## config.mk

```make
export PLATFORM = sky130hd
export DESIGN_NAME = branch_prediction
export DESIGN_NICKNAME = d
export VERILOG_FILES = /design/src/rtl/branch_prediction_pkg.sv /design/src/rtl/branch_prediction_counter_table.sv /design/src/rtl/branch_prediction.sv
export SDC_FILE = /design/constraint.sdc
export NUM_CORES = 1
export LEC_CHECK = 0
export CORE_MARGIN = 5
export CORE_UTILIZATION = 47
export DETAILED_ROUTE_END_ITERATION = 10
export GPL_TIMING_DRIVEN = 0
export PLACE_DENSITY = 0.9
export SLEW_MARGIN = 20
export SYNTH_ARGS = -nofsm -noshare
export SYNTH_HDL_FRONTEND = slang
export SYNTH_SLANG_ARGS = --single-unit
```

## constraint.sdc

```tcl
create_clock -name vclk -period 3.6
set_input_delay 0.72 -clock vclk [all_inputs]
set_output_delay 0.72 -clock vclk [all_outputs]
set_load 0.02 [all_outputs]
```

## src/rtl/branch_prediction_pkg.sv

```systemverilog
// Shared constants and helpers for the branch predictor: RV64 control-flow
// opcodes, the 2-bit history counter type, immediate decoders and the saturating update rule.
package branch_prediction_pkg;

    localparam logic [6:0] OPC_JAL    = 7'b1101111;
    localparam logic [6:0] OPC_BRANCH = 7'b1100011;
    localparam logic [6:0] OPC_JALR   = 7'b1100111;

    typedef logic [1:0] ctr2_t;

    // Weakly not-taken
    localparam ctr2_t CTR_RESET = 2'd1;

    function automatic logic [63:0] imm_j(input logic [31:0] ins);
        return {{44{ins[31]}}, ins[19:12], ins[20], ins[30:21], 1'b0};
    endfunction

    function automatic logic [63:0] imm_b(input logic [31:0] ins);
        return {{52{ins[31]}}, ins[7], ins[30:25], ins[11:8], 1'b0};
    endfunction

    function automatic ctr2_t ctr_sat_update(input ctr2_t c, input logic taken);
        if (taken) begin
            return (c == 2'd3) ? c : c + 2'd1;
        end
        return (c == 2'd0) ? c : c - 2'd1;
    endfunction

endpackage

```

## src/rtl/branch_prediction_counter_table.sv

```systemverilog
// Table of 2-bit saturating branch history counters with one combinational
// read port and one registered update port.
module bp_counter_table
    import branch_prediction_pkg::*;
#(
    parameter int ENTRIES = 64,
    localparam int IDX_W  = $clog2(ENTRIES)
) (
    input  logic             clk,
    input  logic             rst_n,
    input  logic [IDX_W-1:0] rd_idx_i,
    output ctr2_t            rd_ctr_o,
    input  logic             upd_valid_i,
    input  logic [IDX_W-1:0] upd_idx_i,
    input  logic             upd_taken_i
);

    ctr2_t ctr_q [ENTRIES];
    ctr2_t ctr_d;

    // Read sees the pre-update value when read and update hit the same entry
    assign rd_ctr_o = ctr_q[rd_idx_i];

    always_comb begin
        ctr_d = ctr_sat_update(ctr_q[upd_idx_i], upd_taken_i);
    end

    always_ff @(posedge clk or negedge rst_n) begin
        if (!rst_n) begin
            for (int i = 0; i < ENTRIES; i++) begin
                ctr_q[i] <= CTR_RESET;
            end
        end else if (upd_valid_i) begin
            ctr_q[upd_idx_i] <= ctr_d;
        end
    end

endmodule

```

## src/rtl/branch_prediction.sv

```systemverilog
// Zero-latency next-PC predictor for RV64 fetch. With BP_BHT_EN defined,
// branches use a 2-bit counter table; otherwise backward-taken static prediction.
module branch_prediction
    import branch_prediction_pkg::*;
#(
    parameter int BHT_ENTRIES = 64
) (
    input  logic        clk,
    input  logic        reset,
    input  logic [63:0] pc,
    input  logic [31:0] instruction,
    input  logic        update_valid,
    input  logic [63:0] update_pc,
    input  logic        update_taken,
    output logic [63:0] next_pc,
    output logic        overwrite_pc
);

    localparam int IDX_W = $clog2(BHT_ENTRIES);

    logic [6:0]  opcode;
    logic [63:0] j_target;
    logic [63:0] b_target;
    logic        br_taken;

    assign opcode   = instruction[6:0];
    assign j_target = pc + imm_j(instruction);
    assign b_target = pc + imm_b(instruction);

`ifdef BP_BHT_EN
    ctr2_t rd_ctr;
    logic  unused_upd_pc;

    bp_counter_table #(
        .ENTRIES(BHT_ENTRIES)
    ) u_table (
        .clk        (clk),
        .rst_n      (reset),
        .rd_idx_i   (pc[IDX_W+1:2]),
        .rd_ctr_o   (rd_ctr),
        .upd_valid_i(update_valid),
        .upd_idx_i  (update_pc[IDX_W+1:2]),
        .upd_taken_i(update_taken)
    );

    // Counter values 2 and 3 mean taken
    assign br_taken      = rd_ctr[1];
    assign unused_upd_pc = ^{update_pc[63:IDX_W+2], update_pc[1:0]};
`else
    logic unused_inputs;

    // Sign bit of the B-immediate: backward branches predicted taken
    assign br_taken      = instruction[31];
    assign unused_inputs = ^{clk, reset, update_valid, update_pc, update_taken};
`endif

    always_comb begin
        overwrite_pc = 1'b0;
        next_pc      = pc + 64'd4;
        case (opcode)
            OPC_JAL: begin
                overwrite_pc = 1'b1;
                next_pc      = j_target;
            end
            OPC_BRANCH: begin
                if (br_taken) begin
                    overwrite_pc = 1'b1;
                    next_pc      = b_target;
                end
            end
            OPC_JALR: begin
            end
            default: begin
            end
        endcase
    end

endmodule

```

==> results of run 1 <==
cells by family after synthesis:
group	after synthesis	share of synthesized area, %
mux	5	0.601
xor+xnor	114	12.0
fa+ha+maj	78	11.9
compound gates	492	41.4
buf+inv	113	5.61
simple gates	489	28.5
repair_timing:
item                       4_1_cts
setup endpoints to repair       64
pin swaps                      211
gates cloned                     5
hold buffers                     0
setup buffers                  208
gates resized for setup       1112
metal layers:
metal  overflow  global-route usage [%]
met5          2                    52.6
met4        105                    88.6
met3         16                    77.0
met2        189                    99.0
met1         23                    83.5
metrics by stage:
stage | instances | TNS, ns | worst slack (ns) | hold WS [ns] | area [um2]
after detailed placement | 1677 | -113.99 | -2.34 | 2.07 | 10600
after CTS | 1867 | -17.43 | -0.549 | 1.92 | 14700
after global placement | 1676 | -194.93 | -3.78 | 2.07 | 10500
after floorplan | 1291 | -0.328 | -0.0850 | 1.55 | 8650
cell usage after synthesis, types with 5 or more instances:
library cell | instances | area share (%)
sky130_fd_sc_hd__xnor2_1 | 48 | 5.1
sky130_fd_sc_hd__a21o_1 | 20 | 1.8
sky130_fd_sc_hd__nor4_1 | 6 | 0.45
sky130_fd_sc_hd__ha_1 | 76 | 11
sky130_fd_sc_hd__clkbuf_1 | 47 | 2.1
sky130_fd_sc_hd__nand4_1 | 53 | 4.0
sky130_fd_sc_hd__nor2b_1 | 8 | 0.60
sky130_fd_sc_hd__o21ai_0 | 92 | 5.5
sky130_fd_sc_hd__a22oi_1 | 13 | 1.2
sky130_fd_sc_hd__o21bai_1 | 12 | 1.1
sky130_fd_sc_hd__o221a_2 | 6 | 0.81
sky130_fd_sc_hd__o221ai_1 | 30 | 3.2
sky130_fd_sc_hd__inv_1 | 35 | 1.6
sky130_fd_sc_hd__nand3_1 | 52 | 3.1
sky130_fd_sc_hd__o22ai_1 | 10 | 0.75
sky130_fd_sc_hd__a31oi_1 | 18 | 1.4
sky130_fd_sc_hd__mux2i_1 | 5 | 0.60
sky130_fd_sc_hd__nand2_1 | 148 | 6.7
sky130_fd_sc_hd__a221oi_1 | 8 | 0.84
sky130_fd_sc_hd__buf_2 | 25 | 1.5
sky130_fd_sc_hd__and3_1 | 24 | 1.8
sky130_fd_sc_hd__a21oi_1 | 140 | 8.4
sky130_fd_sc_hd__or2_2 | 12 | 0.90
sky130_fd_sc_hd__and2_1 | 11 | 0.83
sky130_fd_sc_hd__o211ai_1 | 9 | 0.81
sky130_fd_sc_hd__a221o_1 | 9 | 1.1
sky130_fd_sc_hd__o21a_1 | 12 | 1.1
sky130_fd_sc_hd__nor2_1 | 112 | 5.1
sky130_fd_sc_hd__and4_1 | 11 | 1.2
sky130_fd_sc_hd__or3_1 | 11 | 0.83
sky130_fd_sc_hd__nor3_1 | 30 | 1.8
sky130_fd_sc_hd__o31ai_1 | 6 | 0.54
sky130_fd_sc_hd__xor2_1 | 66 | 6.9
sky130_fd_sc_hd__a32oi_1 | 5 | 0.53
sky130_fd_sc_hd__a211oi_1 | 15 | 1.4
==> impl_summary.txt, run 1 <==
----------------------------------------------------
[Run status]
  Status ... did not finish
  Stopped at ... global routing
  Error message ... [ERROR GRT-0232] Routing congestion too high. Check the congestion heatmap in the GUI.

[Logic synthesis]
  Post-Synthesis Mean Instance Area ... 6.45 um2
  Yosys synthesis warning count ... 0
  Number of instances in the synthesized netlist ... ~1,300
  Synth Cell Area ... 8320 um2
  Sequential fraction of the synthesis area ... 0%
  Synth unique cells ... 93
  Synthesized net count ... 1,533

[Timing]
  GR repair worst EP ... next_pc[62]
  Worst endpoint type ... top-level output

[Placed design]
  Final HPWL from detailed placement ... 34.8 mm
  Port-buffer cells ... 160
  Global placer's final weighted congestion ... about 1.1

[Floorplanning]
  Initial Utilization ... between 40% and 50%
  Die span in x ... about 140 um
  Y dimension of the die ... 143 um
  Io pins ... approximately 230
  # rows ... 48

[Global route]
  Largest net degree at the start of global routing ... 12
  GRT Residual Overflow ... between 300 and 400
  Global Route Usage Sum ... between 80% and 90%

----------------------------------------------------
==> run 2, diff against run 1 <==
--- a/config.mk
+++ b/config.mk
@@ -6,10 +6,10 @@
 export NUM_CORES = 1
 export LEC_CHECK = 0
 export CORE_MARGIN = 5
-export CORE_UTILIZATION = 47
+export CORE_UTILIZATION = 40
 export DETAILED_ROUTE_END_ITERATION = 10
 export GPL_TIMING_DRIVEN = 0
-export PLACE_DENSITY = 0.9
+export PLACE_DENSITY_LB_ADDON = 0.15
 export SLEW_MARGIN = 20
 export SYNTH_ARGS = -nofsm -noshare
 export SYNTH_HDL_FRONTEND = slang
==> constraint.sdc (replaced) <==
create_clock -name vclk -period 4.7
set_input_delay 0.94 -clock vclk [all_inputs]
set_output_delay 0.94 -clock vclk [all_outputs]
set_load 0.02 [all_outputs]
==> run 2 against run 1 <==
The flow now finishes, with violations (negative setup slack). Area after synthesis stayed put. Synthesized cell count stayed put.
==> impl_summary.txt, run 2 <==
----------------------------------------------------
[Logic synthesis]
  Post-Synthesis Mean Instance Area ... ~6.4 um2
  Most instantiated library cell after synthesis ... sky130_fd_sc_hd__nand2_1
  Number of instances in the synthesized netlist ... around 1,300
  Post-synth top area cell ... sky130_fd_sc_hd__ha_1
  Synthesized net count ... around 1,500
  Synth unique cells ... between 90 and 100
  Post-synth top area share ... around 11%
  Synth top cells by count ... 148 x sky130_fd_sc_hd__nand2_1, 140 x sky130_fd_sc_hd__a21oi_1, 112 x sky130_fd_sc_hd__nor2_1
  Synth top area cells ... sky130_fd_sc_hd__ha_1 11%, sky130_fd_sc_hd__a21oi_1 8.4%, sky130_fd_sc_hd__xor2_1 6.9%, sky130_fd_sc_hd__nand2_1 6.7%, sky130_fd_sc_hd__o21ai_0 5.5%
  Sequential fraction of the synthesis area ... 0%
  Synth Cell Area ... ~8300 um2
  Yosys synthesis warning count ... 0

[Final layout]
  Fill count ... about 1,900
  Commonest cells after routing, fill and taps aside ... 152 x sky130_fd_sc_hd__buf_4, 136 x sky130_fd_sc_hd__nand2_1, 97 x sky130_fd_sc_hd__nor2_1
  Final cell utilization of the core ... 65.5%
  Most common cell after layout, fill and taps aside ... sky130_fd_sc_hd__buf_4
  P&R area growth vs syn ... 60.3%
  Share of layout cells above drive strength 1 ... roughly 37%
  Number of flip-flops and latches ... 0
  Clock buffers ... 0
  Nets ... between 1,500 and 2,000
  Sequential cell area in the final layout ... 0 um2
  Final Non-Filler Cells ... roughly 1,800

[Routing]
  Via-to-Cell Ratio ... approximately 6.8
  Total iterations of the first detailed-routing run ... 6
  Via count ... between 10,000 and 15,000
  WL/cell ... approximately 26 um
  Number of antenna-violating nets in the routed design ... 0
  DRC violation count after routing ... 0
  Starting DRT DRC Count ... about 1,600
  Routed wire length ... about 48 mm

[Global route]
  First-pass GRT wire length ... around 69 mm
  Met3 Usage GRT ... between 10% and 20%
  GRT busiest layer ... met2
  Number of global-route vias before repair ... roughly 12,000
  GRT met2 Usage ... a little under three fifths
  GRT Residual Overflow ... 0
  GR met1 Demand/Resource ... around half
  Antenna violations before repair ... 0
  Global Route Usage Sum ... 36.9%
  Largest net degree at the start of global routing ... 26

[Timing]
  Number of failing hold endpoints at the final stage ... 0
  Remaining max-slew budget at the tightest pin ... around 55%
  Final number of max-transition violations ... 0
  Final clock period utilization by the worst path ... 101%
  Final period demand of the worst path ... 4.76 ns
  Fin worst setup slack ... -0.0623 ns
  Top achievable clock speed ... 210 MHz
  Min Hold Slack ... about 2.3 ns
  Final setup violation count ... 4
  Slew @ Worst Pin ... 0.665 ns
  Unrepaired setup endpoints after global routing ... yes

[Worst setup path]
  Arrival time at the worst endpoint ... 3.82 ns
  Data required time at the worst endpoint ... about 3.8 ns
  Setup CP Type ... input pin to output port
  Worst path top cell family by delay ... compound AO/OA/AOI/OAI gates
  Crit start category ... input pin
  Total buffers and inverters traversed by the critical path ... 4
  Crit-path cells ... buf_8 -> ha_4 -> inv_2 -> fa_2 -> nor2b_4 -> o221ai_4 -> a21o_4 -> a2111oi_4 -> o31ai_4 -> o21ai_4 -> buf_6 -> a221oi_4 -> xor2_1 -> o221ai_2 -> buf_4
  Critical-path top delay cell ... sky130_fd_sc_hd__fa_2
  Highest fanout seen on the critical path ... 4
  Critical Path Sink Type ... output port
  Critical path's largest stage delay ... a little over 0.4 ns

[Placed design]
  Final HPWL from detailed placement ... approximately 35 mm
  Global placer's final weighted congestion ... 1.01
  Port-buffer cells ... 160
  Number of instances in the placed design ... 1,722

[Floorplanning]
  Area of the die ... between 20,000 and 25,000 um2
  Die span in x ... 154 um
  Core area ... about 20,000 um2
  Y dimension of the die ... 154 um
  Initial Utilization ... 40.9%
  Io pins ... 229
  # rows ... 52

[Pwr]
  Worst ir drop on vdd ... 72.6 uV
  Pwr Total ... about 1800 uW
  Power per cell area ... 134 nW/um2
  Leakage power figure ... around 0.0052 uW

[Run status]
  Violations in the final reports ... negative setup slack
  Status ... finished with violations

[Flow run]
  Max capacitance violation total ... 0

[Min path]
  Path category of the worst min-delay check ... input pin to output port

----------------------------------------------------
[run 2: logic make-up after synthesis]
logic type      Yosys count  synth area share, %
compound gates          492                 41.4
xor+xnor                114                 12.0
fa+ha+maj                78                 11.9
buf+inv                 113                 5.61
mux                       5                0.601
simple gates            489                 28.5
[run 2: worst min-delay path, cell delays in order]
cell and delay (ns):
sky130_fd_sc_hd__clkbuf_2 0.13, sky130_fd_sc_hd__xnor2_1 0.13, sky130_fd_sc_hd__o21ai_1 0.06, sky130_fd_sc_hd__buf_4 0.15
[run 2: stage by stage]
stage               setup WS [ns]  area [um2]  setup TNS (ns)
finish                    -0.0623       13300          -0.136
global route               -0.124       13300          -0.913
CTS                       -0.0748       12600          -0.107
detailed placement          -1.81       10300          -78.25
global placement            -2.97       10300         -163.96
floorplan                   0.166        8320               0
[run 2: worst paths after layout]
check / from / end / slack (ns) / cells past startpoint
setup / recovery: pc[1] / next_pc[33] / -0.06 / 15
hold / removal: pc[29] / next_pc[29] / 2.35 / 4
[run 2: area by class of cell]
class | instances | area (um2) | share of cell area (%)
repair buffers | 300 | 2600 | 19.5
well taps | 270 | 338 | 2.53
inverters | 36 | 140 | 1.05
diodes | 1 | 2.50 | 0.0188
multi-input cells | 1178 | 9870 | 74.0
plain buffers | 51 | 389 | 2.92
[run 2: where the power goes]
group          switching [uW]   total [uW]  internal (uW)
clock network               0  0.000000399    0.000000390
registers                   0            0              0
logic                    1030         1790            755
[run 2: metal layers]
layer	wire length (um)	part of all wire, %	vias up
met5	0	0	-
met1	19200	40	5851
met2	19900	42	853
met4	2710	5.7	0
met3	6040	13	199
li1	-	-	5510
[run 2: timing repair]
action	CTS	global route
cloned	2	1
buffers inserted	90	48
endpoints found under the setup margin	64	57
pin swaps	100	94
hold buffers	0	0
resized for setup	687	222
Power figures use the tool's default switching activity.
